**src/rtl/gift_scheduler_pkg.sv**
```systemverilog
// Shared definitions for the gift scheduler: coordinate/kind widths, the gift
// kind codes, default gift dimensions and small arithmetic helpers.
package gift_scheduler_pkg;

  localparam int COORD_W    = 10;  // screen coordinate width
  localparam int CMP_W      = 11;  // widened compare width so sums never wrap
  localparam int KIND_W     = 3;   // gift kind code width
  localparam int CNT_W      = 8;   // statistics counter width
  localparam int GIFT_W_DEF = 16;  // default gift width in pixels
  localparam int GIFT_H_DEF = 8;   // default gift height in pixels

  // Gift kind codes as seen by the effect logic.
  typedef enum logic [KIND_W-1:0] {
    KIND_INC = 3'd0,
    KIND_DEC = 3'd1,
    KIND_SPU = 3'd2,
    KIND_SPD = 3'd3,
    KIND_HID = 3'd4,
    KIND_SOT = 3'd5,
    KIND_DRP = 3'd6,
    KIND_MUL = 3'd7
  } gift_kind_e;

  // A brick break yields a gift on one draw in four.
  function automatic logic gift_won(input logic [4:0] rnd);
    return (rnd[4:3] == 2'b00);
  endfunction

  // Saturating add of a small increment to an 8-bit statistics counter.
  function automatic logic [CNT_W-1:0] sat_add(input logic [CNT_W-1:0] val,
                                               input logic [3:0] inc);
    logic [CNT_W:0] sum;
    sum = {1'b0, val} + {5'd0, inc};
    return sum[CNT_W] ? 8'hFF : sum[CNT_W-1:0];
  endfunction

endpackage

```
**src/rtl/gift_scheduler_slot.sv**
```systemverilog
// gift_slot: one falling-gift slot. Holds active/kind/x/y, applies load, fall
// step and clear (clear beats load beats step), and reports whether the gift
// overlaps the paddle and whether it has reached the floor.
// Ports:
//   clock, reset          clock and synchronous active-high reset
//   load, load_x/y/kind   occupy the slot with a new gift
//   step                  add FALL_STEP to y
//   clear                 free the slot
//   paddle_x/y/w          paddle rectangle for the catch compare
//   active, kind, x, y    registered slot state
//   catch_hit             active gift overlaps the paddle
//   at_floor              active gift at or below FLOOR_Y
module gift_slot
  import gift_scheduler_pkg::*;
#(
  parameter int FALL_STEP = 1,
  parameter int FLOOR_Y   = 480,
  parameter int GIFT_W    = GIFT_W_DEF,
  parameter int GIFT_H    = GIFT_H_DEF,
  parameter int PADDLE_H  = 8
) (
  input  logic               clock,
  input  logic               reset,
  input  logic               load,
  input  logic [COORD_W-1:0] load_x,
  input  logic [COORD_W-1:0] load_y,
  input  logic [KIND_W-1:0]  load_kind,
  input  logic               step,
  input  logic               clear,
  input  logic [COORD_W-1:0] paddle_x,
  input  logic [COORD_W-1:0] paddle_y,
  input  logic [COORD_W-1:0] paddle_w,
  output logic               active,
  output logic [KIND_W-1:0]  kind,
  output logic [COORD_W-1:0] x,
  output logic [COORD_W-1:0] y,
  output logic               catch_hit,
  output logic               at_floor
);

  logic               active_r;
  logic [KIND_W-1:0]  kind_r;
  logic [COORD_W-1:0] x_r;
  logic [COORD_W-1:0] y_r;

  logic [CMP_W-1:0] gift_bot_s;
  logic [CMP_W-1:0] gift_right_s;
  logic [CMP_W-1:0] pad_bot_s;
  logic [CMP_W-1:0] pad_right_s;

  // Slot state: clear has priority, load only ever targets a free slot.
  always_ff @(posedge clock) begin
    if (reset || clear) begin
      active_r <= 1'b0;
      kind_r   <= 3'd0;
      x_r      <= 10'd0;
      y_r      <= 10'd0;
    end else if (load) begin
      active_r <= 1'b1;
      kind_r   <= load_kind;
      x_r      <= load_x;
      y_r      <= load_y;
    end else if (step) begin
      y_r <= y_r + COORD_W'(FALL_STEP);
    end
  end

  // Rectangle edges widened by one bit so the overlap test never wraps.
  assign gift_bot_s   = {1'b0, y_r} + CMP_W'(GIFT_H);
  assign gift_right_s = {1'b0, x_r} + CMP_W'(GIFT_W);
  assign pad_bot_s    = {1'b0, paddle_y} + CMP_W'(PADDLE_H);
  assign pad_right_s  = {1'b0, paddle_x} + {1'b0, paddle_w};

  assign catch_hit = active_r
                   & (gift_bot_s >= {1'b0, paddle_y})
                   & ({1'b0, y_r} <= pad_bot_s)
                   & (gift_right_s > {1'b0, paddle_x})
                   & ({1'b0, x_r} < pad_right_s);

  assign at_floor = active_r & (y_r >= COORD_W'(FLOOR_Y));

  assign active = active_r;
  assign kind   = kind_r;
  assign x      = x_r;
  assign y      = y_r;

endmodule

```
**src/rtl/gift_scheduler.sv**
```systemverilog
// gift_scheduler: pool of falling power-up gifts. Turns winning brick breaks
// into gifts in the lowest free slot, drops gifts on a fall tick, grants the
// lowest catching slot to the effect valid/ack port and frees floor losses.
// Optional feature macro: GIFT_STATS_EN enables saturating caught/lost counters;
// without it caught_cnt and lost_cnt are tied to zero.
// Ports:
//   clock, reset              clock and synchronous active-high reset
//   enable                    game running; 0 freezes divider, slots, spawn, catch
//   level_clear               discard all gifts (pending effect kept)
//   spawn_req/x/y, rand_in    brick break event and its random draw
//   paddle_x/y/w              paddle rectangle
//   slot_active/kind/x/y      packed per-slot state for the renderer
//   spawn_drop                gift won with no free slot
//   effect_valid/kind/ack     caught-gift handshake to the effect logic
//   caught_cnt, lost_cnt      statistics counters
module gift_scheduler
  import gift_scheduler_pkg::*;
#(
  parameter int NSLOT     = 4,
  parameter int TICK_DIV  = 250000,
  parameter int FALL_STEP = 1,
  parameter int FLOOR_Y   = 480,
  parameter int GIFT_W    = GIFT_W_DEF,
  parameter int GIFT_H    = GIFT_H_DEF,
  parameter int PADDLE_H  = 8
) (
  input  logic                     clock,
  input  logic                     reset,
  input  logic                     enable,
  input  logic                     level_clear,
  input  logic                     spawn_req,
  input  logic [COORD_W-1:0]       spawn_x,
  input  logic [COORD_W-1:0]       spawn_y,
  input  logic [4:0]               rand_in,
  input  logic [COORD_W-1:0]       paddle_x,
  input  logic [COORD_W-1:0]       paddle_y,
  input  logic [COORD_W-1:0]       paddle_w,
  output logic [NSLOT-1:0]         slot_active,
  output logic [KIND_W*NSLOT-1:0]  slot_kind,
  output logic [COORD_W*NSLOT-1:0] slot_x,
  output logic [COORD_W*NSLOT-1:0] slot_y,
  output logic                     spawn_drop,
  output logic                     effect_valid,
  output logic [KIND_W-1:0]        effect_kind,
  input  logic                     effect_ack,
  output logic [CNT_W-1:0]         caught_cnt,
  output logic [CNT_W-1:0]         lost_cnt
);

  localparam int DIV_W = (TICK_DIV > 1) ? $clog2(TICK_DIV) : 1;

  logic [DIV_W-1:0]  div_r;
  logic              tick_s;
  logic [NSLOT-1:0]  catch_s;
  logic [NSLOT-1:0]  floor_s;
  logic [NSLOT-1:0]  free_vec_s;
  logic [NSLOT-1:0]  free_oh_s;
  logic [NSLOT-1:0]  catch_oh_s;
  logic [NSLOT-1:0]  grant_oh_s;
  logic [NSLOT-1:0]  loss_s;
  logic [NSLOT-1:0]  load_s;
  logic [NSLOT-1:0]  step_s;
  logic [NSLOT-1:0]  clear_s;
  logic              grant_any_s;
  logic              port_free_s;
  logic              spawn_ok_s;
  logic              drop_s;
  logic [KIND_W-1:0] grant_kind_s;
  logic              spawn_drop_r;
  logic              effect_valid_r;
  logic [KIND_W-1:0] effect_kind_r;

  // Fall-tick divider: runs only while the game is enabled.
  always_ff @(posedge clock) begin
    if (reset) begin
      div_r <= '0;
    end else if (enable) begin
      if (tick_s) begin
        div_r <= '0;
      end else begin
        div_r <= div_r + DIV_W'(1);
      end
    end
  end

  assign tick_s = enable & (div_r == DIV_W'(TICK_DIV - 1));

  // Lowest-set-bit isolation gives both priority encoders as one-hot vectors.
  // Free means free before this edge, so a slot released now is not reused.
  assign free_vec_s  = ~slot_active;
  assign free_oh_s   = free_vec_s & (~free_vec_s + NSLOT'(1));
  assign catch_oh_s  = catch_s & (~catch_s + NSLOT'(1));

  assign port_free_s = ~effect_valid_r | effect_ack;
  assign grant_oh_s  = catch_oh_s & {NSLOT{enable & ~level_clear & port_free_s}};
  assign grant_any_s = |grant_oh_s;

  // A catching but deferred gift at the floor is still lost; only the grant saves it.
  assign loss_s = floor_s & ~grant_oh_s & {NSLOT{enable & ~level_clear}};

  assign spawn_ok_s = enable & spawn_req & ~level_clear & gift_won(rand_in);
  assign drop_s     = spawn_ok_s & ~(|free_vec_s);

  assign load_s  = free_oh_s & {NSLOT{spawn_ok_s}};
  assign step_s  = slot_active & {NSLOT{tick_s}};
  assign clear_s = grant_oh_s | loss_s | {NSLOT{level_clear}};

  // Kind of the granted slot, OR-muxed from the one-hot grant.
  always_comb begin
    grant_kind_s = 3'd0;
    for (int i = 0; i < NSLOT; i++) begin
      grant_kind_s = grant_kind_s | (slot_kind[KIND_W*i +: KIND_W] & {KIND_W{grant_oh_s[i]}});
    end
  end

  genvar g;
  generate
    for (g = 0; g < NSLOT; g++) begin : g_slot
      gift_slot #(
        .FALL_STEP (FALL_STEP),
        .FLOOR_Y   (FLOOR_Y),
        .GIFT_W    (GIFT_W),
        .GIFT_H    (GIFT_H),
        .PADDLE_H  (PADDLE_H)
      ) u_slot (
        .clock     (clock),
        .reset     (reset),
        .load      (load_s[g]),
        .load_x    (spawn_x),
        .load_y    (spawn_y),
        .load_kind (rand_in[2:0]),
        .step      (step_s[g]),
        .clear     (clear_s[g]),
        .paddle_x  (paddle_x),
        .paddle_y  (paddle_y),
        .paddle_w  (paddle_w),
        .active    (slot_active[g]),
        .kind      (slot_kind[KIND_W*g +: KIND_W]),
        .x         (slot_x[COORD_W*g +: COORD_W]),
        .y         (slot_y[COORD_W*g +: COORD_W]),
        .catch_hit (catch_s[g]),
        .at_floor  (floor_s[g])
      );
    end
  endgenerate

  // Drop pulse register.
  always_ff @(posedge clock) begin
    if (reset) begin
      spawn_drop_r <= 1'b0;
    end else begin
      spawn_drop_r <= drop_s;
    end
  end

  // Effect handshake: a grant (re)loads the port, an ack alone empties it.
  always_ff @(posedge clock) begin
    if (reset) begin
      effect_valid_r <= 1'b0;
      effect_kind_r  <= 3'd0;
    end else if (grant_any_s) begin
      effect_valid_r <= 1'b1;
      effect_kind_r  <= grant_kind_s;
    end else if (effect_ack) begin
      effect_valid_r <= 1'b0;
    end
  end

  assign spawn_drop   = spawn_drop_r;
  assign effect_valid = effect_valid_r;
  assign effect_kind  = effect_kind_r;

`ifdef GIFT_STATS_EN
  logic [CNT_W-1:0] caught_r;
  logic [CNT_W-1:0] lost_r;
  logic [3:0]       loss_num_s;

  // Number of floor losses this cycle.
  always_comb begin
    loss_num_s = 4'd0;
    for (int i = 0; i < NSLOT; i++) begin
      loss_num_s = loss_num_s + {3'd0, loss_s[i]};
    end
  end

  // Saturating statistics, cleared only by reset.
  always_ff @(posedge clock) begin
    if (reset) begin
      caught_r <= 8'd0;
      lost_r   <= 8'd0;
    end else begin
      caught_r <= sat_add(caught_r, {3'd0, grant_any_s});
      lost_r   <= sat_add(lost_r, loss_num_s);
    end
  end

  assign caught_cnt = caught_r;
  assign lost_cnt   = lost_r;
`else
  assign caught_cnt = 8'd0;
  assign lost_cnt   = 8'd0;
`endif

endmodule

```
**config.mk**
```make
export PLATFORM = sky130hd
export DESIGN_NAME = gift_scheduler
export DESIGN_NICKNAME = d
export VERILOG_FILES = /design/src/rtl/gift_scheduler_pkg.sv /design/src/rtl/gift_scheduler_slot.sv /design/src/rtl/gift_scheduler.sv
export SDC_FILE = /design/constraint.sdc
export NUM_CORES = 1
export LEC_CHECK = 0
export CORE_UTILIZATION = 35
export CTS_CLUSTER_SIZE = 20
export DETAILED_ROUTE_END_ITERATION = 8
export PLACE_DENSITY = 0.66
export SYNTH_ARGS = -nofsm -noshare
export SYNTH_HDL_FRONTEND = slang
export SYNTH_SLANG_ARGS = --single-unit
```
**constraint.sdc**
```tcl
create_clock -name clock -period 10.7 [get_ports clock]
set_input_delay 2.14 -clock clock [delete_from_list [all_inputs] [get_ports clock]]
set_output_delay 2.14 -clock clock [all_outputs]
set_load 0.01 [all_outputs]
```
==> flow_summary.ini <==
[pwr]
total_power_mw = 1.26
p_clk_share_pct = 50.7
comb_power_share_pct = 13.9
switchingPower_mw = 0.341
irDropWorstVdd_mv = 0.0871
power-per-cell-area_nw_per_um2 = 100
pwr-share-seq_pct = 35.5
internal-power_mw = 0.917
switching_share_pct = 27.1
leakage_nw = 4.97

[floorplan]
core_um2 = 28000
ios = 178
fp-row-count = 61
die-width_um = 172
die_h_um = 172
dieArea_um2 = 29500
start_util_pct = 36.0

[drt]
routed_wl_mm = 33.9
firstDrtPassIters = 5
drtAntennaViolNets = 0
vias_per_cell = 5.48
initialDrtViolationCount = 744
drc = 0
wire_per_inst_um = 19.1
vias = 9741

[synthesis]
netlist_instances = 1244
synth_edf_count = 0
synth-seq-area-share_pct = 23.6
synth_fa_ha_area_share_pct = 20.3
synth-compound-area-share_pct = 21.2
synthFlopType = dfxtp_1
ys_async_sr_fraction_pct = 0
ys_ff_latch = 119
synth_xor_area_share_pct = 8.14
syn-cell-area_um2 = 10100
synth_cell_type_count = 84
synthMuxAreaShare_pct = 0.397
yosys.area.top_type_share_pct = 23.6
synth-simple-area-share_pct = 20.8
yosysWarnings = 0
syn_avg_cell_area_um2 = 8.10
synth_top_family_by_area = compound AO/OA/AOI/OAI gates
synth.area.top_cells = dfxtp_1 24%, ha_1 20%, nand2_1 6.6%
synth_top_area_cell = dfxtp_1

[timing]
hold_viol_final = 0
worst_slack_ns = 3.98
finClkSkew_ns = 0.0114
grt_setup_unrepaired = false
clock.fmax_mhz = 149
relSlewSlack_pct = 15.5
setup-violations-final = 0
period_share_pct = 62.8
period_needed_ns = 6.72
maxSlewViolCount = 0
fin_setup_tns_ns = 0
tightestPinTransition_ns = 1.26

[final_layout]
nNetsFinal = 1608
final.fill_count = 2752
antenna_cells = 0
layout-drive-gt1-share_pct = 6.22
area_growth_syn_to_layout_pct = 24.5

[worst_setup_path]
critPathMaxFanout = 24
cp.arrival_ns = 6.96
setup.worst_path.start_class = input port
critPathCaptureType = flip-flop
worstPathRequired_ns = 10.94
criticalPathCategory = in -> reg

[place]
portBuffers = 161
globalplace.congestion = 0.903
dp_hpwl_mm = 26.1
pre_cts_ws_ns = 3.68

[run_status]
status = finished clean

[grt]
grt_pass1_vias = 9293
gr-total-overflow = 0
grt_usage_pct = 23.6
antenna_found_initial = 0
grt_max_degree = 34
grt_pass1_wl_mm = 52.7

[clock_network]
cts_hold_buf = 0
postCtsSetupBuffers = 0
cts_made_buffers = 17
cts-htree-levels = 4
cts-root-buf = clkbuf_16
cts.sinks = 119
cts-root-to-sink-buffers = 2
cts_tree = done
path_clk_slew_ns = 0.06
cts_resized = 0
clkLatencyLatePin_ns = 0.43

[min_path]
worstHoldPathType = reg -> reg

[flow_run]
cap_viol_max_count = 0
-- Yosys cell counts (all sizes together), types with 3 or more instances --
cell / number
o21bai: 3
nor4: 8
or2: 6
nand4: 21
buf: 29
o211ai: 11
a21o: 21
xor2: 44
o31ai: 5
or3: 6
a2111o: 3
nand2b: 15
a41o: 3
and3: 16
inv: 56
a21oi: 99
o221ai: 4
o21a: 12
nor2: 100
and2: 10
clkbuf: 29
a31oi: 13
o2111ai: 3
a211oi: 46
a32oi: 3
nor2b: 8
a211o: 6
nor3: 15
ha: 160
a41oi: 3
nand3: 47
dfxtp: 119
a2111oi: 4
xnor2: 47
o21ai: 43
a311o: 3
nand2: 178
and4: 6
mux2i: 4
-- cells by family after synthesis --
group                    count (synthesis)
XOR/XNOR                                92
other                                    1
adder cells (fa/ha/maj)                163
flip-flops                             119
AO/OA/AOI/OAI                          304
buffers and inverters                  114
AND/OR/NAND/NOR                        447
multiplexers                             4
-- layout by cell type, fill, tap and decap left out, types with 7 or more instances in the layout --
| cell type | count |
|---|---|
| a211oi_1 | 38 |
| a211oi_2 | 8 |
| a21o_1 | 18 |
| a21oi_1 | 84 |
| a21oi_2 | 15 |
| a31oi_1 | 12 |
| and3_1 | 16 |
| clkbuf_16 | 17 |
| clkdlybuf4s50_1 | 161 |
| conb_1 | 16 |
| dfxtp_1 | 119 |
| ha_1 | 160 |
| inv_1 | 56 |
| nand2_1 | 178 |
| nand2b_1 | 15 |
| nand3_1 | 47 |
| nand4_1 | 21 |
| nor2_1 | 97 |
| nor2b_1 | 8 |
| nor3_1 | 15 |
| nor4_1 | 7 |
| o211ai_1 | 10 |
| o21a_1 | 12 |
| o21ai_0 | 42 |
| xnor2_1 | 47 |
| xor2_1 | 44 |
-- power groups by stage --
stage	Sequential, mW	Combinational (mW)	Clock [mW]
final	0.446	0.175	0.638
after global routing	0.446	0.193	0.665
after CTS	0.446	0.173	0.647
after detailed placement	0.456	0.172	0
after global placement	0.456	0.168	0
after floorplan	0.456	0.107	0
-- stage by stage --
stage | cell area, um^2 | util [%] | instances | hold slack [ns]
CTS | 12500 | 44.8 | 1777 | 0.491
finish | 12500 | 44.8 | 1777 | 0.488
detailed placement | 11900 | 42.5 | 1745 | 0.478
global placement | 11900 | 42.5 | 1745 | 0.474
global route | 12500 | 44.8 | 1777 | 0.522
floorplan | 10100 | - | 1259 | 0.457
-- worst max-delay path, stage by stage --
cell             delay, ns
clkdlybuf4s50_1       0.57
ha_1                  0.33
fa_1                  0.43
a211oi_1              0.38
o21ai_0               0.15
a21oi_1               0.18
xor2_1                0.46
ha_1                  0.35
nand4_1               0.10
nand4b_1              0.14
maj3_2                0.35
o21ai_2               0.27
nand2_1               0.15
o211ai_2              0.86
a211oi_1              0.09
-- sequential cells by signal (all words and copies together) (netlist names) --
| register | count |
|---|---|
| g_slot.u_slot.x | 40 |
| g_slot.u_slot.y | 40 |
| div_r | 18 |
| g_slot.u_slot.kind | 12 |
| g_slot.u_slot.active | 4 |
| effect_kind | 3 |
| effect_valid | 1 |
| spawn_drop | 1 |
-- layer usage --
layer  track usage (%)  vias to the layer above  part of all wire (%)
met4              11.0                        0                   4.0
met5                 0                        -                     0
li1                  -                     4731                     -
met3              4.62                       73                   6.9
met2              37.1                      341                    45
met1              30.9                     4596                    45
-- path summary, 6_finish.rpt --
kind	start	end	slack, ns	cells past startpoint
worst max-delay path	paddle_x[0]	g_slot[0].u_slot.y[5]	3.98	15
worst min-delay path	g_slot[2].u_slot.kind[0]	g_slot[2].u_slot.kind[0]	0.49	2
worst max register to register	g_slot[2].u_slot.y[4]	g_slot[2].u_slot.y[5]	6.70	13
worst min register to register	g_slot[2].u_slot.kind[0]	g_slot[2].u_slot.kind[0]	0.49	2
-- final cells by class --
class | count | area (um^2) | share of cell area (%)
clock inverters | 13 | 190 | 1.52
repair buffers | 166 | 1650 | 13.1
multi-input cells | 1026 | 7190 | 57.3
clock buffers | 19 | 453 | 3.61
well taps | 378 | 473 | 3.77
inverters | 56 | 210 | 1.68
flip-flops and latches | 119 | 2380 | 19.0
(Power assumes the default switching activity.)
